$ cat config.mk
export PLATFORM = sky130hd
export DESIGN_NAME = hash_msg_packer_flat
export DESIGN_NICKNAME = d
export VERILOG_FILES = /design/src/rtl/hash_msg_packer_if.sv /design/src/rtl/hash_msg_packer.sv /design/src/flat_wrapper.sv
export SDC_FILE = /design/constraint.sdc
export NUM_CORES = 1
export LEC_CHECK = 0
export ABC_AREA = 1
export CAP_MARGIN = 20
export CORE_MARGIN = 3
export CORE_UTILIZATION = 45
export CTS_CLUSTER_DIAMETER = 50
export DETAILED_ROUTE_END_ITERATION = 16
export HOLD_SLACK_MARGIN = 0.03
export PLACE_DENSITY = 0.81
export SYNTH_ARGS = -nofsm -noshare
export SYNTH_HDL_FRONTEND = slang
export SYNTH_SLANG_ARGS = --single-unit
$ cat constraint.sdc
create_clock -name clk -period 3.7 [get_ports clk]
set_input_delay 0.37 -clock clk [delete_from_list [all_inputs] [get_ports clk]]
set_output_delay 0.37 -clock clk [all_outputs]
set_load 0.01 [all_outputs]
$ cat src/rtl/hash_msg_packer_if.sv
// Byte-stream in / packed-word out bundle between a byte source, the packer and the hasher.
// Latency: n/a (wiring only).
// Backpressure: in_ready gates the byte side; out_ready gates the word side.
// Ports (slave = packer view):
//   in_byte/in_valid/in_last/flush  -> packer     in_ready  <- packer
//   data/data_len/out_last/out_valid <- packer    out_ready -> packer
interface hash_msg_packer_if #(
    parameter int MAX_BYTES = 8,
    parameter int LEN_W     = 4
);
    logic [7:0]             in_byte;
    logic                   in_valid;
    logic                   in_last;
    logic                   flush;
    logic                   in_ready;
    logic [8*MAX_BYTES-1:0] data;
    logic [LEN_W-1:0]       data_len;
    logic                   out_last;
    logic                   out_valid;
    logic                   out_ready;

    // Environment side: drives bytes in and consumes words.
    modport master (
        output in_byte, in_valid, in_last, flush, out_ready,
        input  in_ready, data, data_len, out_last, out_valid
    );

    // Packer side.
    modport slave (
        input  in_byte, in_valid, in_last, flush, out_ready,
        output in_ready, data, data_len, out_last, out_valid
    );
endinterface

$ cat src/rtl/hash_msg_packer.sv
// Packs a byte stream into one 64-bit word + byte count for the hasher.
// Latency: word valid the cycle after the closing byte / flush is sampled.
// Backpressure: in_ready=0 while a word is held; word held stable until out_ready.
// Ports:
//   clk    - rising-edge clock
//   reset  - asynchronous, active-high; drops any partial message
//   bus    - hash_msg_packer_if.slave (byte input, packed word output)
module hash_msg_packer #(
    parameter int MAX_BYTES = 8,
    parameter int LEN_W     = 4
) (
    input  logic               clk,
    input  logic               reset,
    hash_msg_packer_if.slave   bus
);
    localparam int IDX_W = $clog2(MAX_BYTES);
    localparam int DW    = 8 * MAX_BYTES;

    typedef enum logic [1:0] {
        EMPTY = 2'd0,
        FILL  = 2'd1,
        FULL  = 2'd2
    } state_t;

    state_t           state_q,     state_d;
    logic [DW-1:0]    data_q,      data_d;
    logic [LEN_W-1:0] count_q,     count_d;
    logic             out_last_q,  out_last_d;
    logic             out_valid_q, out_valid_d;

    logic             in_ready_w;
    logic             accept;
    logic [IDX_W+2:0] byte_ofs;

    assign in_ready_w = (state_q != FULL);
    assign accept     = bus.in_valid & in_ready_w;
    // Bit offset of the next free byte lane. count_q < MAX_BYTES whenever
    // a byte can be accepted, so the low IDX_W bits are sufficient.
    assign byte_ofs   = {count_q[IDX_W-1:0], 3'b000};

    always_comb begin
        state_d     = state_q;
        data_d      = data_q;
        count_d     = count_q;
        out_last_d  = out_last_q;
        out_valid_d = out_valid_q;

        case (state_q)
            EMPTY, FILL: begin
                if (accept) begin
                    data_d[byte_ofs +: 8] = bus.in_byte;
                    count_d               = count_q + LEN_W'(1);
                end
                // The byte (if any) is stored before the word closes, so a
                // byte+flush or a last byte that fills the word both land in it.
                if ((accept && (bus.in_last || count_d == LEN_W'(MAX_BYTES))) || bus.flush) begin
                    state_d     = FULL;
                    out_valid_d = 1'b1;
                    // A word that closes only because it filled up is a chunk
                    // of a continuing message.
                    out_last_d  = bus.flush | (accept & bus.in_last);
                end else begin
                    state_d = (count_d == '0) ? EMPTY : FILL;
                end
            end
            FULL: begin
                if (bus.out_ready) begin
                    state_d     = EMPTY;
                    data_d      = '0;
                    count_d     = '0;
                    out_last_d  = 1'b0;
                    out_valid_d = 1'b0;
                end
            end
            default: begin
                state_d     = EMPTY;
                data_d      = '0;
                count_d     = '0;
                out_last_d  = 1'b0;
                out_valid_d = 1'b0;
            end
        endcase
    end

    always_ff @(posedge clk or posedge reset) begin
        if (reset) begin
            state_q     <= EMPTY;
            data_q      <= '0;
            count_q     <= '0;
            out_last_q  <= 1'b0;
            out_valid_q <= 1'b0;
        end else begin
            state_q     <= state_d;
            data_q      <= data_d;
            count_q     <= count_d;
            out_last_q  <= out_last_d;
            out_valid_q <= out_valid_d;
        end
    end

    assign bus.in_ready  = in_ready_w;
    assign bus.data      = data_q;
    assign bus.data_len  = count_q;
    assign bus.out_last  = out_last_q;
    assign bus.out_valid = out_valid_q;
endmodule

$ cat src/flat_wrapper.sv
// flat-port wrapper written by rule: the top's interface ports become plain ports
module hash_msg_packer_flat 
#(
    parameter int MAX_BYTES = 8,
    parameter int LEN_W     = 4
)
  (clk, reset, bus_in_byte, bus_in_valid, bus_in_last, bus_flush, bus_out_ready, bus_in_ready, bus_data, bus_data_len, bus_out_last, bus_out_valid);
  hash_msg_packer_if #(.MAX_BYTES(MAX_BYTES), .LEN_W(LEN_W)) bus_i ();
  input  logic clk;
  input  logic reset;
  input wire logic [$bits(bus_i.in_byte)-1:0] bus_in_byte;
  input wire logic [$bits(bus_i.in_valid)-1:0] bus_in_valid;
  input wire logic [$bits(bus_i.in_last)-1:0] bus_in_last;
  input wire logic [$bits(bus_i.flush)-1:0] bus_flush;
  input wire logic [$bits(bus_i.out_ready)-1:0] bus_out_ready;
  output wire logic [$bits(bus_i.in_ready)-1:0] bus_in_ready;
  output wire logic [$bits(bus_i.data)-1:0] bus_data;
  output wire logic [$bits(bus_i.data_len)-1:0] bus_data_len;
  output wire logic [$bits(bus_i.out_last)-1:0] bus_out_last;
  output wire logic [$bits(bus_i.out_valid)-1:0] bus_out_valid;
  assign bus_i.in_byte = bus_in_byte;
  assign bus_i.in_valid = bus_in_valid;
  assign bus_i.in_last = bus_in_last;
  assign bus_i.flush = bus_flush;
  assign bus_i.out_ready = bus_out_ready;
  assign bus_in_ready = bus_i.in_ready;
  assign bus_data = bus_i.data;
  assign bus_data_len = bus_i.data_len;
  assign bus_out_last = bus_i.out_last;
  assign bus_out_valid = bus_i.out_valid;
  hash_msg_packer #(.MAX_BYTES(MAX_BYTES), .LEN_W(LEN_W)) u_core (.clk(clk), .reset(reset), .bus(bus_i));
endmodule
# == After elaboration in Yosys (flattened, before gate mapping) ==
# Index checks and enable logic that the tools add are counted.
# totals
reg_bits,72
inputBits,14
# op_classes
n_addsub,2
eq_ne,7
shift,2
muxes,17
n_bitwise,3
n_reduce_logical,8
# op_table
operator,n
$mux 64,2
$pmux 64 s2,1
$bwmux 64,1
$shift 8x8->64 const A,1
$shiftx 8x8->64,1
$mux 4,3
$neg 6->8,1
$pmux 4 s2,1
$add 4x1->4 const B,1
$eq 4x4->1 const B,1
$logic_not 4->1,1
$mux 1,4
$mux 2,2
$ne 2x1->1 const B,2
$ne 2x2->1 const B,2
$pmux 1 s2,2
$pmux 2 s2,1
$reduce_and 2->1,2
$and 1x1->1,2
$eq 2x1->1 const B,1
$eq 2x2->1 const B,1
$logic_not 2->1,1
$logic_or 1x1->1,2
$reduce_or 2->1,1
other kinds (2),2

# == Logic depth before layout (Yosys ltp) ==
# Gate-level depths: netlist of the first run.
# logic_depth
ltp_word,10
depth_mapped,12
ltp_nobuf,12

# == Worst setup path after synthesis of the first run ==
# Ideal clock, no wire load.
# synth_path
kind,reg2reg
from,reg u_core.count_q[0] (netlist: u_core.bus.data_len[0])
to,reg u_core.data_q[48] (netlist: u_core.bus.data[48])
arrival_time_ns,1.860
t_required_ns,3.554
slack_ns,1.694
path_stages_with_launch,8
n_path_buf,0
cell_sequence,dfrtp_1 -> inv_2 -> ha_1 -> ha_1 -> inv_1 -> nand4_2 -> a21oi_1 -> o22ai_1
# synth_between
elab_chain_cells,5
elab_cells_between_ends,6
classes_between,1 x add/sub; 2 x shift; 3 x mux
# synth_lines
item,line_no,rtl
from (decl),hash_msg_packer.sv:27,"logic [LEN_W-1:0] count_q, count_d;"
from (signal assigned),hash_msg_packer.sv:95,count_q <= count_d;
$neg 6->8 *,hash_msg_packer.sv:51,data_d[byte_ofs +: 8] = bus.in_byte;
$shiftx 8x8->64 / $shift 8x8->64 (equally long branches),hash_msg_packer.sv:51,
$bwmux 64 *,hash_msg_packer.sv:51,
$mux 64 *,hash_msg_packer.sv:50,if (accept) begin
$pmux 64 s2 *,hash_msg_packer.sv:48,case (state_q)
to (signal assigned),hash_msg_packer.sv:94,data_q <= data_d;
to (decl),hash_msg_packer.sv:26,"logic [DW-1:0] data_q, data_d;"
# Every way passes the cells marked *; elsewhere a longest branch is shown, timed or not. The select of a mux whose other input is x is not followed.
# A chain may end at the register's enable or synchronous reset.

# == Worst setup path in the final report of the first run ==
# layout_path
from,reg u_core.count_q[0] (netlist: u_core.bus.data_len[0])
to,reg u_core.data_q[54] (netlist: u_core.bus.data[54])
# The elaborated chain is that of the path after synthesis.

==> flow_summary.toml, run 1 <==
[critical_path]
worstSetupEndpointType = "flip-flop"
crit_path_max_fanout = 16
start_kind = "flip-flop"
cp.required_ns = 3.90
criticalPathCategory = "flip-flop to flip-flop"
arrival_ns = 2.80

[placed_design]
gp_congestion = 0.879
port_buffers = 84
place_inst = 497
hpwl_um = 5820

[timing]
fin_crit_sh_pct = 70.2
worst_pin_slew_ns = 0.691
fmax_ghz = 0.385
period_needed_ns = 2.60
holdWs_ns = 0.451
finalSetupViolations = 0
fin_setup_tns_ns = 0
maxSlewHeadroom_pct = 53.9
hold_viol = 0
drv_slew = 0
clock_skew_ns = 0.0125
rsz0062_at_grt = "false"

[route]
detail_route.first_pass.iterations = 4
wl_per_cell_um = 15.6
drc = 0
vias_per_cell = 5.27
postRouteAntennaNets = 0
vias = 2702
wl_um = 8020
first_iter_violations = 112

[synth]
synth_top_family_by_area = "simple AND/OR/NAND/NOR gates"
synthCells = 339
synth-edff-count = 0
synthXorXnorAreaFrac_pct = 0
synthesis.area_um2 = 3100
synth_compound_area_share_pct = 14.5
ys_ff_latch = 72
yosys-top-cells-area = "dfrtp_1 (58%), nand2_1 (12%), inv_1 (6.2%)"
synth_top_area_share_pct = 58.1
synth_top_cell_by_area = "dfrtp_1"
synthAdderAreaFrac_pct = 1.21
synthSimpleGateAreaFrac_pct = 18.4
seq_area_frac_synth_pct = 58.1
yosysWarnings = 0
ys.flop_type = "dfrtp_1"
yosys.cell_types.count = 24
syn_area_per_cell_um2 = 9.15
synth_fp_nets = 356
synthMuxAreaShare_pct = 0
ys_async_sr_fraction_pct = 100

[finish]
area_delta_synth_final_pct = 35.7
final_common_cell = "nand2_1"
nets = 448
multi_input_area_um2 = 1060
final_layout_size_suffix_gt1_share_pct = 7.11
fillers = 542
final_cell_mix = "nand2_1 (101), clkdlybuf4s50_1 (84), dfrtp_1 (72)"
n_antenna_cell = 0
ff_latch_area_um2 = 1800
fin_cells = 513

[cts]
numCtsBuffers = 9
h-tree-depth = 3
holdBufCountCts = 0
cts_setup_buffers = 0
clkTransAtPathRegs_ns = 0.08
cts_tree = "built"
clkSinkCount = 72
insertion_delay_ns = 0.35
root_buffer = "clkbuf_8"
cts_resized = 0
cts_buffer_depth = 2

[die]
row_count = 29
dieArea_um2 = 7920
io-pin-count = 85
start_util_pct = 47.7
die_w_um = 89.0
core_area_um2 = 6490
fp.dieH_um = 89.0

[global_routing]
grt_pass1_vias = 2699
grtUsageTotal_pct = 21.8
grt_max_degree = 39
grt_pass1_wl_um = 13100
antenna_found_initial = 0
grt_overflow = 0

[run_status]
outcome = "completed"

[min_path]
hp-class = "input port to async pin"

[power_and_ir_drop]
power_density_nw_per_um2 = 715
ir_drop_mv = 0.366
p_leak_nw = 1.90

[flow_run]
cap_violations = 0
[cells in the mapped netlist (3+ instances only)]
| cell | number |
|---|---|
| dfrtp_1 | 72 |
| inv_2 | 3 |
| nor2_1 | 6 |
| o21ai_1 | 16 |
| ha_1 | 3 |
| nand2_1 | 101 |
| o22ai_1 | 27 |
| nand4_1 | 3 |
| nor2_8 | 3 |
| a21oi_1 | 7 |
| inv_1 | 51 |
| nand3_1 | 10 |
| o21ai_0 | 23 |
[final timing paths]
check | from | end | slack (ns) | cells after the start
worst min-delay path | reset | u_core.bus.data[31]$_DFFE_PP0P_ | 0.45 | 2
worst min register to register | u_core.bus.out_valid$_DFFE_PP0P_ | u_core.bus.out_valid$_DFFE_PP0P_ | 0.48 | 2
worst max-delay path | u_core.bus.data_len[0]$_DFFE_PP0N_ | u_core.bus.data[54]$_DFFE_PP0P_ | 1.10 | 7
worst max register to register | u_core.bus.data_len[0]$_DFFE_PP0N_ | u_core.bus.data[54]$_DFFE_PP0P_ | 1.10 | 7
max in group asynchronous | reset | u_core.bus.data[18]$_DFFE_PP0P_ | 2.29 | 3
min in group clk | u_core.bus.out_valid$_DFFE_PP0P_ | u_core.bus.out_valid$_DFFE_PP0P_ | 0.48 | 2
[power breakdown]
group	internal (mW)	switching (mW)
Combinational	0.509	0.802
Clock	0.311	0.300
Sequential	0.943	0.143
Total	1.76	1.24
[through the flow]
step                      instance area, um^2  setup WS [ns]  power (mW)  utilization (%)
after floorplan                          3100           1.51        1.88                -
after global placement                   4010           1.25        2.37             61.8
after detailed placement                 4010           1.16        2.40             61.8
after CTS                                4210           1.15        3.02             64.8
after global routing                     4210          0.947        3.21             64.8
final                                    4210           1.10        3.01             64.8
[critical path, cell delays in order, from the launching register on]
cell     delay (ns)
dfrtp_1        0.64
inv_2          0.11
ha_1           0.22
ha_1           0.34
inv_1          0.16
nand4_2        0.25
a21oi_1        0.58
o22ai_1        0.16
[cell type report]
cell class                      count  area share (%)
Sequential cell                    72            42.8
Multi-Input combinational cell    208            25.2
Timing Repair Buffer               85            20.2
Inverter                           55            4.97
Clock buffer                        9            2.94
Tap cell                           77            2.29
Clock inverter                      7            1.67
[registers in the layout (all words and copies together) (netlist names)]
signal,flops
u_core.bus.data,64
u_core.bus.data_len,4
u_core.bus.out_last,1
u_core.bus.out_valid,1
u_core.state_q,2
[cell families after synthesis]
logic type,count (synthesis)
AO/OA/AOI/OAI,77
flip-flops,72
AND/OR/NAND/NOR,128
adder cells (fa/ha/maj),3
buffers and inverters,59
[metal layers]
| metal | part of all wire (%) | routed length [um] | global-route usage, % |
|---|---|---|---|
| met1 | 43 | 3430 | 28.8 |
| met4 | 2.3 | 181 | 9.88 |
| met2 | 47 | 3790 | 34.6 |
| met5 | 0 | 0 | 0 |
| met3 | 7.7 | 614 | 4.70 |
Note: power is estimated with default switching activity, not from simulation.
==> inputs of run 2 (changes only) <==
--- a/config.mk
+++ b/config.mk
@@ -8,11 +8,11 @@
 export ABC_AREA = 1
 export CAP_MARGIN = 20
 export CORE_MARGIN = 3
-export CORE_UTILIZATION = 45
+export CORE_UTILIZATION = 43
 export CTS_CLUSTER_DIAMETER = 50
 export DETAILED_ROUTE_END_ITERATION = 16
 export HOLD_SLACK_MARGIN = 0.03
-export PLACE_DENSITY = 0.81
+export PLACE_DENSITY = 0.82
 export SYNTH_ARGS = -nofsm -noshare
 export SYNTH_HDL_FRONTEND = slang
 export SYNTH_SLANG_ARGS = --single-unit
==> constraint.sdc (replaced) <==
create_clock -name clk -period 2.28 [get_ports clk]
set_input_delay 0.228 -clock clk [delete_from_list [all_inputs] [get_ports clk]]
set_output_delay 0.228 -clock clk [all_outputs]
set_load 0.01 [all_outputs]
==> flow_summary.toml, run 2 (synthesis gave the netlist of run 1 again) <==
[run_status]
outcome = "completed"

[finish]
nets = 458
fin_cells = 542
n_antenna_cell = 0
largest_reg_flops = 64
final_common_cell = "nand2_1"
final_layout_size_suffix_gt1_share_pct = 9.42
area_delta_synth_final_pct = 40.6
final_cell_mix = "nand2_1 (101), clkdlybuf4s50_1 (84), dfrtp_1 (72)"

[critical_path]
cpMaxStageDelayCell = "dfrtp_1"
cp.required_ns = 2.49
crit_path_max_fanout = 9
worstSetupEndpointType = "flip-flop"
path_cells = "inv_1, ha_1, ha_1, inv_1, nand4_2, a21oi_1, buf_4, o22ai_1"
worstSetupStartpoint = "u_core.bus.data_len[1]$_DFFE_PP0N_"
crit_path_max_incr_delay_ns = 0.43
start_kind = "flip-flop"
arrival_ns = 2.26
r2r_start = "u_core.bus.data_len[1]$_DFFE_PP0N_"
criticalPathCategory = "flip-flop to flip-flop"

[global_routing]
grtUsageTotal_pct = 20.2
grt_max_degree = 73
grt_overflow = 0
antenna_found_initial = 0
grt_pass1_vias = 2776
grt_pass1_wl_um = 13400

[route]
postRouteAntennaNets = 0
drc = 0
vias_per_cell = 5.09
first_iter_violations = 127
wl_per_cell_um = 15.2
detail_route.first_pass.iterations = 4
wl_um = 8250
vias = 2760

[power_and_ir_drop]
power.share.clock_pct = 22.1
comb_power_share_pct = 44.4
power_density_nw_per_um2 = 1190
power.internal_mw = 3.12
power.net_switching_mw = 2.07
ir_drop_mv = 0.648
p_leak_nw = 1.97
p_sw_share_pct = 39.9
seqPwrFrac_pct = 33.5

[cts]
root_buffer = "clkbuf_8"
cts_tree = "built"
h-tree-depth = 3
cts_buffer_depth = 2
clkSinkCount = 72
clkTransAtPathRegs_ns = 0.08
numCtsBuffers = 9
insertion_delay_ns = 0.34
cts_resized = 0
cts_setup_buffers = 0
holdBufCountCts = 0

[die]
core_area_um2 = 6910
io-pin-count = 85
die_w_um = 90.9
start_util_pct = 44.9
fp.dieH_um = 90.9
row_count = 30
dieArea_um2 = 8270

[placed_design]
place_inst = 526
hpwl_um = 6000
gp_congestion = 0.830
port_buffers = 84

[timing]
drv_slew = 0
hold_viol = 0
period_needed_ns = 2.05
fin_setup_tns_ns = 0
rsz0062_at_grt = "false"
fin_crit_sh_pct = 89.9
worst_pin_slew_ns = 0.618
fmax_ghz = 0.488
maxSlewHeadroom_pct = 58.8
finalSetupViolations = 0
clock_skew_ns = 0.00770

[min_path]
hp-class = "input port to async pin"

[flow_run]
cap_violations = 0
-- run 2: worst paths after layout --
check                                                        to  slack (ns)  cells past startpoint
worst min register to register  u_core.bus.out_last$_DFFE_PP0P_        0.49                      2
worst min-delay path            u_core.bus.data[45]$_DFFE_PP0P_        0.29                      3
worst max-delay path            u_core.bus.data[48]$_DFFE_PP0P_        0.23                      8
min in group clk                u_core.bus.out_last$_DFFE_PP0P_        0.49                      2
max in group asynchronous       u_core.bus.data[21]$_DFFE_PP0P_        1.69                      3
worst max register to register  u_core.bus.data[48]$_DFFE_PP0P_        0.23                      8
-- run 2: worst max-delay path, delay by kind of cell, from the launching register on --
family          cells  cell delay [ns]
buf+inv             3             0.43
flops               1             0.43
fa+ha+maj           2             0.52
compound gates      2             0.28
simple gates        1             0.25
-- run 2: metrics by stage --
stage | setup slack, ns | util [%] | cell area (um^2) | power [mW] | hold WS [ns]
after global routing | 0.0554 | 63.1 | 4360 | 5.48 | 0.328
final | 0.231 | 63.1 | 4360 | 5.18 | 0.294
after detailed placement | 0.225 | 59.7 | 4130 | 4.03 | 0.469
after floorplan | 0.227 | - | 3100 | 3.06 | 0.369
after CTS | 0.220 | 63.1 | 4360 | 5.19 | 0.304
after global placement | 0.332 | 59.7 | 4130 | 3.95 | 0.468
-- run 2: power by group through the flow --
| stage | Combinational (mW) | Sequential [mW] | Clock (mW) |
|---|---|---|---|
| after global routing | 2.51 | 1.76 | 1.21 |
| after floorplan | 1.24 | 1.81 | 0 |
| final | 2.30 | 1.74 | 1.15 |
| after CTS | 2.30 | 1.74 | 1.15 |
| after global placement | 2.20 | 1.75 | 0 |
| after detailed placement | 2.28 | 1.75 | 0 |
-- run 2: final cells by class --
| class | instances | area [um^2] |
|---|---|---|
| clock buffer | 11 | 151 |
| timing repair buffer | 95 | 936 |
| clock inverter | 5 | 78.8 |
| inverter | 55 | 209 |
| multi-input combinational | 208 | 1060 |
| fill | 601 | 2550 |
| tap | 96 | 120 |
| sequential | 72 | 1800 |
-- run 2: routing by layer --
metal / up-vias / track usage [%] / wire length (um)
met4: 0 / 8.04 / 116
li1: 1303 / - / -
met5: - / 0 / 0
met3: 10 / 4.42 / 611
met2: 125 / 33.0 / 3900
met1: 1322 / 26.3 / 3620
